`config.mk`:
```
export PLATFORM = sky130hd
export DESIGN_NAME = pwm_sample_scheduler
export DESIGN_NICKNAME = d
export VERILOG_FILES = /design/src/rtl/synth_pkg.sv /design/src/rtl/pwm_frame_timer.sv /design/src/rtl/pwm_sample_scheduler.sv
export SDC_FILE = /design/constraint.sdc
export NUM_CORES = 1
export LEC_CHECK = 0
export ABC_AREA = 1
export CAP_MARGIN = 20
export CORE_ASPECT_RATIO = 0.8
export CORE_MARGIN = 10
export CORE_UTILIZATION = 46
export CTS_CLUSTER_DIAMETER = 120
export DETAILED_ROUTE_END_ITERATION = 7
export PLACE_DENSITY = 0.76
export SETUP_SLACK_MARGIN = 0.1
export SLEW_MARGIN = 15
export SYNTH_ARGS = -nofsm -noshare
export SYNTH_HDL_FRONTEND = slang
export SYNTH_SLANG_ARGS = --single-unit
```
`constraint.sdc`:
```
create_clock -name clk -period 2.55 [get_ports clk]
set_clock_uncertainty 0.15 [all_clocks]
set_input_delay 0.51 -clock clk [delete_from_list [all_inputs] [get_ports clk]]
set_output_delay 0.51 -clock clk [all_outputs]
set_load 0.03 [all_outputs]
```
`src/rtl/synth_pkg.sv`:
```
// Shared definitions for the audio synth datapath: sample width, PWM timebase
// and the sample scheduler state encoding.
package synth_pkg;
  localparam int         SAMPLE_W   = 8;
  localparam int         PWM_PERIOD = 256;
  localparam logic [7:0] MIDSCALE   = 8'd128;

  typedef enum logic [1:0] {IDLE, SCAN, MIX, HOLD} sched_state_t;
endpackage

```
`src/rtl/pwm_frame_timer.sv`:
```
// PWM period counter with frame-start and wrap decode; shared with the PWM
// stage so scheduler and PWM compare run from one timebase.
module pwm_frame_timer #(
  parameter int PERIOD = synth_pkg::PWM_PERIOD,
  parameter int CNT_W  = $clog2(PERIOD)
) (
  input  logic clk,
  input  logic nRst,
  output logic o_frame_start,
  output logic o_wrap
);
  logic [CNT_W-1:0] r_count;

  always_ff @(posedge clk or negedge nRst) begin
    if (!nRst)       r_count <= '0;
    else if (o_wrap) r_count <= '0;
    else             r_count <= r_count + 1'b1;
  end

  assign o_frame_start = (r_count == '0);
  assign o_wrap        = (r_count == CNT_W'(PERIOD - 1));
endmodule

```
`src/rtl/pwm_sample_scheduler.sv`:
```
// Polls each voice once per PWM period, averages the collected samples and
// updates mixed_sample only on the period wrap.
module pwm_sample_scheduler #(
  parameter int NUM_VOICES = 4,
  parameter int SAMPLE_W   = synth_pkg::SAMPLE_W,
  parameter int PERIOD     = synth_pkg::PWM_PERIOD
) (
  input  logic                           clk,
  input  logic                           nRst,
  input  logic                           en,
  input  logic [NUM_VOICES-1:0]          voice_valid,
  input  logic [NUM_VOICES*SAMPLE_W-1:0] voice_sample,
  output logic [NUM_VOICES-1:0]          voice_ready,
  output logic [SAMPLE_W-1:0]            mixed_sample,
  output logic                           frame_start,
  output logic [NUM_VOICES-1:0]          underrun
);
  import synth_pkg::*;

  localparam int IDX_W = $clog2(NUM_VOICES);
  localparam int ACC_W = SAMPLE_W + IDX_W;
  localparam logic [SAMPLE_W-1:0] MID = {1'b1, {(SAMPLE_W-1){1'b0}}};

  sched_state_t          r_state, w_nstate;
  logic [IDX_W-1:0]      r_idx, w_nidx;
  logic [ACC_W-1:0]      r_acc;
  logic [SAMPLE_W-1:0]   r_pending, r_mixed, w_sample;
  logic [NUM_VOICES-1:0] r_underrun;
  logic                  w_frame_start, w_wrap, w_start, w_take;

  pwm_frame_timer #(.PERIOD(PERIOD)) u_timer (
    .clk           (clk),
    .nRst          (nRst),
    .o_frame_start (w_frame_start),
    .o_wrap        (w_wrap)
  );

  // Sampled in the counter==0 cycle, so SCAN(k) lands on count k+1.
  assign w_start = (r_state == IDLE || r_state == HOLD) && w_frame_start && en;
  assign w_take  = (r_state == SCAN) && voice_valid[r_idx];

  always_comb begin
    w_sample = '0;
    for (int i = 0; i < NUM_VOICES; i++)
      if (r_idx == IDX_W'(i)) w_sample = voice_sample[i*SAMPLE_W +: SAMPLE_W];
  end

  always_ff @(posedge clk or negedge nRst) begin
    if (!nRst) begin
      r_state <= IDLE;
      r_idx   <= '0;
    end else begin
      r_state <= w_nstate;
      r_idx   <= w_nidx;
    end
  end

  always_comb begin
    w_nstate = r_state;
    w_nidx   = r_idx;
    case (r_state)
      IDLE, HOLD: begin
        if (w_start) begin
          w_nstate = SCAN;
          w_nidx   = '0;
        end else if (r_state == HOLD && w_frame_start) begin
          w_nstate = IDLE;
        end
      end
      SCAN: begin
        w_nidx = r_idx + 1'b1;
        if (r_idx == IDX_W'(NUM_VOICES - 1)) w_nstate = MIX;
      end
      MIX:     w_nstate = HOLD;
      default: w_nstate = IDLE;
    endcase
  end

  always_comb begin
    voice_ready = '0;
    if (w_take) voice_ready[r_idx] = 1'b1;
  end

  always_ff @(posedge clk or negedge nRst) begin
    if (!nRst) begin
      r_acc      <= '0;
      r_pending  <= '0;
      r_mixed    <= '0;
      r_underrun <= '0;
    end else begin
      if (w_start)     r_acc <= '0;
      else if (w_take) r_acc <= r_acc + ACC_W'(w_sample);

      // Fixed divide by NUM_VOICES; missing voices count as zero.
      if (r_state == MIX)                r_pending <= SAMPLE_W'(r_acc >> IDX_W);
      else if (w_wrap && r_state == IDLE) r_pending <= MID;

      if (w_wrap) r_mixed <= (r_state == IDLE) ? MID : r_pending;

      if (r_state == SCAN && !voice_valid[r_idx]) r_underrun[r_idx] <= 1'b1;
      else if (r_state == IDLE && !en)            r_underrun <= '0;
    end
  end

  assign frame_start  = w_frame_start;
  assign mixed_sample = r_mixed;
  assign underrun     = r_underrun;
endmodule

```
==> impl_metrics.toml <==
[place]
place_ws_ns = -0.131
hpwl_mm = 5.63
dpl.cell_count = 508
port_buffers = 55
gp_congestion = 0.994
place_area_um2 = 3470

[floorplanning]
dieHeight_um = 87.8
coreArea_um2 = 5530
io_pins = 56
dieArea_um2 = 9200
dieWidth_um = 105
rows = 24
start_util = 0.479

[clock_network]
root_buffer = "clkbuf_8"
clk_pin_slew_ns = 0.08
htree_levels = 2
cts_hold_buffers = 0
max-clock-path-buffers = 2
cts_tree = "built"
clk_latency_ns = 0.30
cts_made_buffers = 5
clock_sinks = 42

[grt]
antenna_found_initial = 0
gr-total-overflow = 0
track_usage = 0.164
grt_max_degree = 22
met3_usage = 0.0418
use_met2 = 0.288
met1_usage = 0.193
grt_pass1_vias = 2715
grt_pass1_wl_mm = 12.5
top_usage_layer = "met2"

[sta]
slew_viol_final = 0
tns_ns = -0.0482
setup_viol = 2
slew_headroom = 0.693
hold_ws_ns = -0.00589
post-route-min-period_ns = 2.58
tightestPinTransition_ns = 0.460
grt_setup_unrepaired = "yes"
max_freq_ghz = 0.388
timing.final.ws_setup_ns = -0.0266
hold_viol = 5
fin_crit_sh = 1.01

[worst_setup_path]
ff2ff_setup_slack_ns = -0.03
worstRegToRegCells = 13
crit_arrival_ns = 2.66
cp_cell_sequence = "inv_4 -> ha_4 -> clkinvlp_4 -> o21ai_2 -> a21oi_2 -> ha_2 -> fa_2 -> buf_6 -> nand4_1 -> nand3_1 -> nand2_1 -> nand3_1 -> nand2_1"
slowest_delay_ns = 0.47
cp-end-kind = "register"
cp.depth = 13
r2r_end = "r_acc[6]"
slowest_stage = "dfrtp_2"
crit_type = "register to register"
reg2reg_from = "r_idx[0]"
start_kind = "register"
crit_required_ns = 2.64
worst-path-buf-inv = 3
crit_path_start = "r_idx[0]"
endpoint = "r_acc[6]"
worstPathMaxFanout = 5
critPathTopFamily = "adder cells"

[pwr]
p_sw_frac = 0.241
internal-power_uw = 939
finalPower_uw = 1240
clkPwrFrac = 0.333
irDropWorstVdd_v = 0.000194
switching_power_uw = 298
p_leak_uw = 0.00206
power_density_nw_per_um2 = 301
p_comb_frac = 0.129
pwr-share-seq = 0.538

[cells_and_area]
nets = 513
layout_common_cells = "102 x nand2_1, 49 x clkdlybuf4s50_1, 41 x dfrtp_1"
n_fill_cell = 417
drive_gt1_frac = 0.310
fin_area_um2 = 4110
layout_commonest_cell = "nand2_1"
area_delta_synth_final_pct = 55.3
n_antenna_cell = 0
final_cells = 533

[yosys]
ys_seq_area_frac = 0.397
netlist_area_um2 = 2650
yosys_warnings = 0
synth-seq-cells = 42
avgSynthCellArea_um2 = 7.39
syn_nets = 416
syn_inst = 358
synth_cell_types = 28

[job]
maxCapViolCount = 0

[run_status]
outcome = "finished with violations"
violations = "hold timing, setup timing"

[min_path]
hold_path.class = "primary input to async pin"

[route]
firstDrtPassIters = 4
vias = 2784
finalWirelength_mm = 8.65
drtIter0Drc = 133
ant_nets = 0
post-route-drc-count = 0
wl_per_cell_um = 16.2
vias_per_cell = 5.22
==> cell families (layout without fill, tap and decap cells) <==
kind of cell,Yosys count,after routing,synth area share
AO/OA/AOI/OAI,48,48,0.0960
AND/OR/NAND/NOR,200,200,0.332
adder cells (fa/ha/maj),19,19,0.0927
flip-flops,42,42,0.397
buffers and inverters,43,140,0.0624
XOR/XNOR,6,6,0.0199
==> cell type report <==
type	count	area [um^2]	area share
Clock inverter	2	10.0	0.00244
Inverter	36	151	0.0369
Timing Repair inverter	1	7.51	0.00183
Tap cell	78	97.6	0.0238
Sequential cell	42	1050	0.256
Clock buffer	5	68.8	0.0168
Multi-Input combinational cell	273	1790	0.436
Timing Repair Buffer	96	927	0.226
==> repair_timing <==
action,4_1_cts,5_1_grt
setup endpoints to repair,8,9
setup buffers,8,9
resized for setup,42,65
gates cloned,1,1
pin swaps,21,34
==> how the worst min path moves through the flow <==
stage,startpoint,endpoint
floorplan,nRst,mixed_sample[0]
global placement,mixed_sample[5],mixed_sample[5]
detailed placement,mixed_sample[6],mixed_sample[6]
CTS,nRst,underrun[1]
global route,nRst,underrun[1]
finish,nRst,r_state[0]
==> state kept, by name, indices dropped and copies added, names as in the netlist <==
register / cells
r_acc: 10
r_idx: 2
r_pending: 8
underrun: 4
u_timer.r_count: 8
mixed_sample: 8
r_state: 2
==> cell usage after synthesis <==
cell / instances / area, um^2
clkinv_1: 3 / 11.3
dfrtp_1: 42 / 1050
a31oi_1: 1 / 6.26
nand4_1: 3 / 18.8
nand2_2: 1 / 6.26
nand3_1: 38 / 190
nor2_4: 1 / 11.3
nand3_4: 1 / 17.5
nor2_1: 32 / 120
nand4_2: 1 / 12.5
nand3_2: 2 / 20.0
or2_2: 1 / 6.26
xor2_1: 6 / 52.6
nand3b_1: 1 / 7.51
buf_2: 3 / 15.0
o21ai_0: 15 / 75.1
fa_1: 1 / 20.0
nand2_1: 114 / 428
a21oi_1: 28 / 140
clkbuf_1: 4 / 15.0
a21boi_0: 1 / 7.51
a21o_1: 1 / 7.51
o21ai_2: 2 / 17.5
inv_2: 3 / 11.3
nor2_2: 3 / 18.8
ha_1: 18 / 225
nor3_2: 2 / 20.0
inv_1: 30 / 113
==> stage by stage <==
stage          utilization  hold WS, ns
2_1_floorplan            -       0.0644
3_3_place_gp         0.628        0.305
3_5_place_dp         0.628        0.308
4_1_cts              0.685       0.0112
5_1_grt              0.743       0.0334
6_report             0.743     -0.00589
==> routing by layer <==
metal | wire, um | part of all wire
met5 | 0 | 0
met4 | 177 | 0.020
met1 | 3700 | 0.43
met2 | 4300 | 0.50
met3 | 473 | 0.055
==> power by group through the flow <==
stage	Combinational (uW)	Clock [uW]	Sequential [uW]
6_report	159	412	665
5_1_grt	170	441	665
4_1_cts	129	413	665
3_5_place_dp	119	0	679
3_3_place_gp	117	0	679
2_1_floorplan	31.2	0	679
(Power assumes the default switching activity.)
